==> src/rtl/exec_ctrl_core.sv <==
// Decode, execute and next-PC stage of the 8-bit single-cycle CPU.
// Combinational decode/ALU around a single PC register that advances, branches or stalls.
module exec_ctrl_core (
    input  logic        CLK,
    input  logic        RESET,
    input  logic [31:0] INSTRUCTION,
    input  logic [7:0]  REGOUT1,
    input  logic [7:0]  REGOUT2,
    input  logic [7:0]  READDATA,
    input  logic        busywait,
    output logic [31:0] pc,
    output logic [7:0]  ALURESULT,
    output logic [7:0]  WRITEDATA,
    output logic        WRITEENABLE,
    output logic        mem_read,
    output logic        mem_write
);

    localparam logic [7:0] OP_LOADI = 8'h00;
    localparam logic [7:0] OP_MOV   = 8'h01;
    localparam logic [7:0] OP_ADD   = 8'h02;
    localparam logic [7:0] OP_SUB   = 8'h03;
    localparam logic [7:0] OP_AND   = 8'h04;
    localparam logic [7:0] OP_OR    = 8'h05;
    localparam logic [7:0] OP_J     = 8'h06;
    localparam logic [7:0] OP_BEQ   = 8'h07;
    localparam logic [7:0] OP_LWD   = 8'h08;
    localparam logic [7:0] OP_LWI   = 8'h09;
    localparam logic [7:0] OP_SWD   = 8'h0A;
    localparam logic [7:0] OP_SWI   = 8'h0B;
    localparam logic [7:0] OP_BNE   = 8'h0C;

    typedef enum logic [1:0] {ALU_FWD, ALU_ADD, ALU_AND, ALU_OR} alu_op_t;

    logic [7:0]  opcode;
    logic [7:0]  imm;
    logic        use_imm;
    logic        negate_b;
    logic        is_j;
    logic        is_beq;
    logic        is_bne;
    logic        we_dec;
    logic        mr_dec;
    logic        mw_dec;
    alu_op_t     alu_op;
    logic [7:0]  b_sel;
    logic [7:0]  b_op;
    logic        zero;
    logic        take;
    logic [31:0] offset;
    logic [31:0] pc_plus4;
    logic [31:0] target;
    logic [31:0] next_pc;
    logic        unused_bits;

    assign opcode = INSTRUCTION[31:24];
    assign imm    = INSTRUCTION[7:0];
    // Register indices are consumed by the register file, not here.
    assign unused_bits = ^{INSTRUCTION[15:8]};

    always_comb begin
        use_imm  = 1'b0;
        negate_b = 1'b0;
        is_j     = 1'b0;
        is_beq   = 1'b0;
        is_bne   = 1'b0;
        we_dec   = 1'b0;
        mr_dec   = 1'b0;
        mw_dec   = 1'b0;
        alu_op   = ALU_FWD;
        case (opcode)
            OP_LOADI: begin use_imm = 1'b1; we_dec = 1'b1; end
            OP_MOV:   we_dec = 1'b1;
            OP_ADD:   begin alu_op = ALU_ADD; we_dec = 1'b1; end
            OP_SUB:   begin alu_op = ALU_ADD; negate_b = 1'b1; we_dec = 1'b1; end
            OP_AND:   begin alu_op = ALU_AND; we_dec = 1'b1; end
            OP_OR:    begin alu_op = ALU_OR; we_dec = 1'b1; end
            OP_J:     is_j = 1'b1;
            OP_BEQ:   begin alu_op = ALU_ADD; negate_b = 1'b1; is_beq = 1'b1; end
            OP_LWD:   begin we_dec = 1'b1; mr_dec = 1'b1; end
            OP_LWI:   begin use_imm = 1'b1; we_dec = 1'b1; mr_dec = 1'b1; end
            OP_SWD:   mw_dec = 1'b1;
            OP_SWI:   begin use_imm = 1'b1; mw_dec = 1'b1; end
            OP_BNE:   begin alu_op = ALU_ADD; negate_b = 1'b1; is_bne = 1'b1; end
            default:  ;
        endcase
    end

    assign b_sel = use_imm ? imm : REGOUT2;
    assign b_op  = negate_b ? (~b_sel + 8'd1) : b_sel;

    always_comb begin
        case (alu_op)
            ALU_ADD: ALURESULT = REGOUT1 + b_op;
            ALU_AND: ALURESULT = REGOUT1 & b_op;
            ALU_OR:  ALURESULT = REGOUT1 | b_op;
            default: ALURESULT = b_op;
        endcase
    end

    assign zero = (ALURESULT == 8'h00);

    // Side-effecting controls are suppressed while reset is held.
    assign WRITEENABLE = we_dec & RESET;
    assign mem_read    = mr_dec & RESET;
    assign mem_write   = mw_dec & RESET;
    assign WRITEDATA   = mem_read ? READDATA : ALURESULT;

    assign offset   = {{22{INSTRUCTION[23]}}, INSTRUCTION[23:16], 2'b00};
    assign pc_plus4 = pc + 32'd4;
    assign target   = pc_plus4 + offset;
    assign take     = is_j | (is_beq & zero) | (is_bne & ~zero);
    assign next_pc  = take ? target : pc_plus4;

    always_ff @(posedge CLK or negedge RESET) begin
        if (!RESET)
            pc <= 32'd0;
        else if (!busywait)
            pc <= next_pc;
    end

endmodule

==> config.mk <==
export PLATFORM = sky130hd
export DESIGN_NAME = exec_ctrl_core
export DESIGN_NICKNAME = d
export VERILOG_FILES = /design/src/rtl/exec_ctrl_core.sv
export SDC_FILE = /design/constraint.sdc
export NUM_CORES = 1
export LEC_CHECK = 0
export ABC_CLOCK_PERIOD_IN_PS = 6800
export CORE_MARGIN = 5
export CORE_UTILIZATION = 40
export DETAILED_ROUTE_END_ITERATION = 6
export PLACE_DENSITY = 0.66
export SETUP_SLACK_MARGIN = 0.5
export SYNTH_ARGS = -nofsm -noshare
export SYNTH_HDL_FRONTEND = slang
export SYNTH_SLANG_ARGS = --single-unit
==> constraint.sdc <==
create_clock -name CLK -period 6.8 [get_ports CLK]
set_input_delay 1.36 -clock CLK [delete_from_list [all_inputs] [get_ports CLK]]
set_output_delay 1.36 -clock CLK [all_outputs]
set_load 0.1 [all_outputs]
==> results of run 1 <==
## routing by layer
layer	track usage	routed length, microns	vias up
li1	-	-	2540
met1	0.2709	6873	2420
met2	0.3563	7364	111
met3	0.02385	555	18
met4	0.03683	182	0
met5	0	0	-
## final cells by class
cell class                 count  area (sq um)
fill                        1088          4962
antenna                        1         2.502
sequential                    30         750.7
timing repair buffer         139          1453
inverter                      50         191.4
multi-input combinational    528          4317
clock buffer                   6         138.9
tap                          147         183.9
clock inverter                 2         12.51
## synth_stat cells, types with 4 or more instances
library cell,number
nand4_1,7
o31ai_1,7
or2_2,4
and3_1,7
a221oi_1,4
o211ai_1,6
nand2b_1,12
o21a_1,4
nor2b_1,6
nand3_1,18
o21ai_0,16
xnor2_1,44
clkbuf_1,13
nor3_1,16
o21bai_1,4
dfrtp_1,30
a211oi_1,9
nand2_1,49
ha_1,46
and2_1,7
a21oi_1,52
a2111oi_0,5
a21o_1,13
mux2_2,6
a31oi_1,4
nor2_1,54
inv_1,49
buf_2,4
or3_1,8
o22ai_1,9
mux2i_1,34
xor2_1,19
## timing repair
item | in CTS | in global routing
gates resized for setup | 32 | 30
pin swaps | 19 | 28
setup buffers | 2 | 8
endpoints found under the setup margin | 39 | 18
## kinds of logic after synthesis
group,count (synthesis),synth area share
fa+ha+maj,49,0.1279
flops,30,0.1535
xor+xnor,63,0.1128
mux,41,0.08644
compound gates,170,0.2486
buf+inv,73,0.06394
other cells,1,0.0007665
simple gates,203,0.2061
## worst reg2reg max path, cell delays in order, from the launching register on
cell and delay, ns:
dfrtp_1 0.48, nand3_1 0.18, or4_1 0.61, nor2_1 0.24, and2_1 0.28, nand4_1 0.28, nor3_1 0.26, xor2_1 0.22
ha_1 0.32, a21o_1 0.23, a2111oi_0 0.39, nor2_1 0.14, a2111oi_0 0.61, o31ai_1 0.24, o41ai_1 0.38, xnor2_1 0.15
a221o_1 0.30
## power by group through the flow
stage	registers [mW]	clock network (mW)	logic, mW
2_1_floorplan	0.789	0	0.822
3_3_place_gp	0.333	0	1.63
3_5_place_dp	0.337	0	1.65
4_1_cts	0.334	0.243	1.67
5_1_grt	0.349	0.248	1.82
6_report	0.334	0.237	1.69
## through the flow
| stage | hold WS [ns] | cell area (sq um) |
|---|---|---|
| CTS | 0.4959 | 6877 |
| finish | 0.5004 | 7049 |
| detailed placement | 0.4858 | 6635 |
| floorplan | 0.9919 | 5213 |
| global route | 0.5272 | 7049 |
| global placement | 0.4835 | 6635 |
## worst min-delay path by stage
stage	startpoint	endpoint	slack (ns)	cells after the start
after floorplan	pc[3]$_DFFE_PN0N_	pc[3]$_DFFE_PN0N_	0.99	2
after global placement	pc[31]$_DFFE_PN0N_	pc[31]$_DFFE_PN0N_	0.48	1
after detailed placement	pc[31]$_DFFE_PN0N_	pc[31]$_DFFE_PN0N_	0.49	1
after CTS	pc[31]$_DFFE_PN0N_	pc[31]$_DFFE_PN0N_	0.50	1
after global routing	pc[31]$_DFFE_PN0N_	pc[31]$_DFFE_PN0N_	0.53	1
final	pc[31]$_DFFE_PN0N_	pc[31]$_DFFE_PN0N_	0.50	1
==> metrics.md, run 1 <==
| Metric | Value |
|---|---|
| CP Capture Type | `output port` |
| DR DRC count | `0` |
| Largest net degree at the start of global routing | `53` |
| Slew headroom | `0.3194` |
| Area Overhead vs Synth | `44.09%` |
| Pint | `roughly 0.97 mW` |
| Final setup violating endpoints | `0` |
| Post-detailed-route wirelength per cell | `~17 microns` |
| Via-to-Cell Ratio | `5.636` |
| Antenna violations before repair | `1` |
| Syn Inst Count | `630` |
| CTS tree | `yes` |
| Nature of the critical path startpoint | `input pin` |
| Number of synthesized register bits | `30` |
| Core Box Area | `about 0.012 sq mm` |
| Ys async rst share | `1.000` |
| Library cells used by synthesis | `between 70 and 80` |
| Synth Cell Area | `0.004892 sq mm` |
| Top_reg_cell synth | `dfrtp_1` |
| Switching pwr | `between 1 and 1.5 mW` |
| Worst slew pin tran | `1.018 ns` |
| Clock skew | `between 0.006 and 0.007 ns` |
| Largest stage delay, worst path | `between 0.4 and 0.5 ns` |
| Setup crit end | `WRITEDATA[6]` |
| Slew Limit Fails | `0` |
| Initial Utilization | `0.4073` |
| Dpl cells | `884` |
| Chip Width | `between 100 and 150 microns` |
| Max Fclk | `about 160 MHz` |
| Std cell rows | `40` |
| Setup_tns | `0 ns` |
| Fin crit period | `around 6.2 ns` |
| Hold WC Path Type | `register to register` |
| Finished Layout Cells | `903` |
| Pre-CTS setup slack | `-0.1172 ns` |
| Pwr/cell area | `between 300 and 400 mW/mm^2` |
| Worst Reg2Reg Path Length in Cells | `16` |
| Buf/Inv on CP | `4` |
| Number of port buffers | `99` |
| Die ar. | `roughly 0.015 sq mm` |
| Critical Path Stages | `16` |
| Worst EP required | `about 5.4 ns` |
| Crit path arrival time | `slightly below 5 ns` |
| Final hold vios | `0` |
| Status | `finished clean` |
| CTS buffer count | `5` |
| CTS Hold Bufs | `0` |
| Leading area contributor after synthesis | `dfrtp_1` |
| Setup crit start | `INSTRUCTION[24]` |
| Starting DRT DRC Count | `274` |
| Crit-path most repeated cell | `or3_4` |
| Net count reported at finish | `861` |
| Clk pwr share | `0.105` |
| DIE HEIGHT | `between 100 and 150 microns` |
| Antenna viol nets, final | `0` |
| Cell family with most CP delay | `compound AO/OA/AOI/OAI gates` |
| WL final | `about 15000 microns` |
| Synth top area share | `0.1535` |
| Seq pwr share | `0.148` |
| Synth top area cells | `dfrtp_1, ha_1, xnor2_1` |
| Clk sinks | `30` |
| Final Cycle Share | `0.9117` |
| Vias in the first global route | `5082` |
| DPL Wire Length | `roughly 12000 microns` |
| Largest Register | `pc` |
| First-pass GRT wire length | `between 20000 and 25000 microns` |
| Reg2reg setup slack | `between 1 and 1.5 ns` |
| Final Util | `0.5869` |
| Logic pwr share | `0.747` |
| Max FFs per register | `30` |
| Leak Pwr | `about 3 nW` |
| Mapped Avg Cell Area | `approximately 7.8 sq um` |
| WS Path Type | `input pin to output port` |
| Critical Path, Cell by Cell | `dlygate4sd2_1 > or3_4 > a211o_4 > or3_4 > o31ai_4 > a21oi_2 > xnor2_2 > inv_1 > ha_1 > and2_4 > nand3_2 > a2111oi_4 > o32ai_4 > buf_6 > o21ai_4 > buf_12` |
| Worst ir drop on vdd | `between 0.3 and 0.4 mV` |
| Post-synth EDFFs | `0` |
| Reg-to-reg endpoint | `pc[30]$_DFFE_PN0N_` |
| Critical-path top delay cell | `a2111oi_4` |
| Via Count | `5089` |
| Root buf cell | `clkbuf_16` |
| Most frequent cells in the layout | `clkdlybuf4s50_1, nor2_1, a21oi_1` |
| All-Layer GR Usage | `0.2031` |
| Placer Congestion | `between 0.8 and 0.9` |
| Drt first pass iters | `6` |
| Max Cap Viol | `0` |
| Tot Pwr | `2.260 mW` |
| Switching share of power | `0.5693` |
| PnR worst setup slack | `~0.6 ns` |
| CTS clk-pin slew, worst paths | `around 0.06 ns` |
| CTS H-tree depth | `2` |
| Remaining global-route overflow | `0` |
| Worst r2r src | `pc[4]$_DFFE_PN0N_` |
| Largest regs | `pc x30` |
| RSZ-0062 raised after global routing | `no` |
| Sequential fraction of the synthesis area | `0.1535` |
| Worst skew pair latency | `roughly 0.28 ns` |
| Boundary Pins | `110` |
| Clock buffer depth | `2` |
| Most common cell after layout, fill and taps aside | `clkdlybuf4s50_1` |
| Yosys warnings | `0` |
| Max FO, Critical Path | `3` |
| Share of cells above drive strength 1 | `0.2093` |
Note: power is estimated with default switching activity, not from simulation.
==> run 2: changes to the inputs <==
Settings changed: SLEW_MARGIN from default to 40.
==> metrics.md, run 2 (same netlist as run 1, synthesis figures left out) <==
| Metric | Value |
|---|---|
| Number of port buffers | `between 90 and 100` |
| CTS clk-pin slew, worst paths | `0.06 ns` |
| Worst skew pair latency | `0.28 ns` |
| Largest net degree at the start of global routing | `53` |
| Largest regs | `pc x30` |
| DR DRC count | `0` |
| Std cell rows | `40` |
| Max Cap Viol | `0` |
| Tot Pwr | `2.197 mW` |
| Final Cycle Share | `0.9160` |
| Clock skew | `between 0.004 and 0.005 ns` |
| Reg2reg setup slack | `between 1 and 1.5 ns` |
| Worst slew pin tran | `0.7225 ns` |
| DPL Wire Length | `around 12000 microns` |
| Pint | `0.9096 mW` |
| Chip Width | `120.6 microns` |
| Antenna violations before repair | `0` |
| Remaining global-route overflow | `0` |
| Clk pwr share | `0.108` |
| Setup crit start | `INSTRUCTION[25]` |
| Placer Congestion | `just under 0.9` |
| Switching share of power | `0.5860` |
| WS Path Type | `input pin to output port` |
| ANT cells | `0` |
| Worst ir drop on vdd | `about 0.34 mV` |
| Slew Limit Fails | `0` |
| Worst Reg2Reg Path Length in Cells | `16` |
| WL final | `15230 microns` |
| Post-detailed-route wirelength per cell | `16.90 microns` |
| Worst EP required | `5.44 ns` |
| Worst r2r src | `pc[4]$_DFFE_PN0N_` |
| Largest Register | `pc` |
| Max FO, Critical Path | `5` |
| RSZ-0062 raised after global routing | `no` |
| Fin crit period | `6.229 ns` |
| Leak Pwr | `between 3 and 4 nW` |
| CP Capture Type | `output port` |
| Clock buffer depth | `2` |
| Hold WC Path Type | `register to register` |
| Crit path arrival time | `between 4 and 5 ns` |
| Antenna viol nets, final | `0` |
| Nature of the critical path startpoint | `input pin` |
| Drt first pass iters | `5` |
| Hold slack | `0.4679 ns` |
| CTS H-tree depth | `2` |
| Starting DRT DRC Count | `between 200 and 250` |
| Net count reported at finish | `860` |
| All-Layer GR Usage | `0.2070` |
| Area Overhead vs Synth | `40.79%` |
| Seq pwr share | `0.151` |
| Root buf cell | `clkbuf_16` |
| Logic pwr share | `0.741` |
| Via-to-Cell Ratio | `between 5 and 6` |
| Boundary Pins | `110` |
| First-pass GRT wire length | `25180 microns` |
| Final Util | `0.5734` |
| Initial Utilization | `0.4073` |
| CTS buffer count | `5` |
| Die ar. | `about 0.015 sq mm` |
| Dpl cells | `884` |
| Setup crit end | `WRITEDATA[6]` |
| DIE HEIGHT | `120.6 microns` |
| CTS tree | `yes` |
| Most frequent cells in the layout | `nor2_1, a21oi_1, inv_1` |
| Share of cells above drive strength 1 | `0.2507` |
| Status | `finished clean` |
| Switching pwr | `approximately 1.3 mW` |
| FILL cells | `around 1100` |
| Via Count | `between 5000 and 6000` |
| Max FFs per register | `30` |
| Vias in the first global route | `5185` |
| Final setup violating endpoints | `0` |
| Pwr/cell area | `between 300 and 400 mW/mm^2` |
| Most common cell after layout, fill and taps aside | `nor2_1` |
| Max Fclk | `160.5 MHz` |
| Reg-to-reg endpoint | `pc[30]$_DFFE_PN0N_` |
| Finished Layout Cells | `between 900 and 1000` |
| Core Box Area | `0.01201 sq mm` |
| Slew headroom | `0.5183` |
| Clk sinks | `30` |
| Final hold vios | `0` |
run 2: repair_timing:
action	4_1_cts	5_1_grt
setup buffers	8	0
pin swaps	31	17
endpoints found under the setup margin	39	32
endpoints found under the hold margin	0	0
cloned	1	0
resized for setup	46	13
hold buffers	0	0
run 2: worst min-delay path by stage:
stage / depth (start not counted) / slack, ns / from / endpoint
after detailed placement: 1 / 0.46 / pc[31]$_DFFE_PN0N_ / pc[31]$_DFFE_PN0N_
after global routing: 1 / 0.50 / pc[31]$_DFFE_PN0N_ / pc[31]$_DFFE_PN0N_
after global placement: 1 / 0.48 / pc[31]$_DFFE_PN0N_ / pc[31]$_DFFE_PN0N_
after CTS: 1 / 0.47 / pc[31]$_DFFE_PN0N_ / pc[31]$_DFFE_PN0N_
after floorplan: 2 / 0.99 / pc[3]$_DFFE_PN0N_ / pc[3]$_DFFE_PN0N_
final: 1 / 0.47 / pc[31]$_DFFE_PN0N_ / pc[31]$_DFFE_PN0N_
run 2: area by class of cell:
class                      count  area [sq um]  area share
sequential                    30         750.7      0.1090
tap                          147         183.9     0.02670
inverter                      50         191.4     0.02779
multi-input combinational    528          4325      0.6280
clock inverter                 2         12.51    0.001817
timing repair buffer         138          1285      0.1866
clock buffer                   6         138.9     0.02016
run 2: stage by stage:
step	area, sq um	worst slack [ns]	TNS (ns)
global placement	6635	-0.04786	-0.05659
floorplan	5213	0.1424	0
detailed placement	6485	-0.1124	-0.6986
CTS	6874	0.5139	0
global route	6888	0.5001	0
finish	6888	0.5711	0
run 2: layer usage:
metal / vias up / global-route usage / share of wire
li1: 2534 / - / -
met1: 2455 / 0.2716 / 0.46
met2: 110 / 0.3552 / 0.49
met3: 28 / 0.02619 / 0.035
met4: 0 / 0.06161 / 0.024
met5: - / 0 / 0
run 2: worst max-delay path: stages:
cell and delay (ns):
dlygate4sd2_1 0.24, or3_4 0.39, a211o_4 0.39, or3_4 0.40
o31ai_4 0.09, a21oi_2 0.12, xnor2_2 0.24, inv_2 0.07
ha_4 0.27, and2_4 0.17, nand3_4 0.08, a2111oi_4 0.40
o32ai_4 0.15, buf_6 0.15, o21ai_4 0.14, buf_12 0.19
run 2: power groups by stage:
| stage | Sequential, mW | Combinational (mW) | Clock, mW |
|---|---|---|---|
| floorplan | 0.789 | 0.822 | 0 |
| global placement | 0.333 | 1.63 | 0 |
| detailed placement | 0.333 | 1.60 | 0 |
| CTS | 0.331 | 1.62 | 0.241 |
| global route | 0.346 | 1.75 | 0.250 |
| finish | 0.331 | 1.63 | 0.237 |
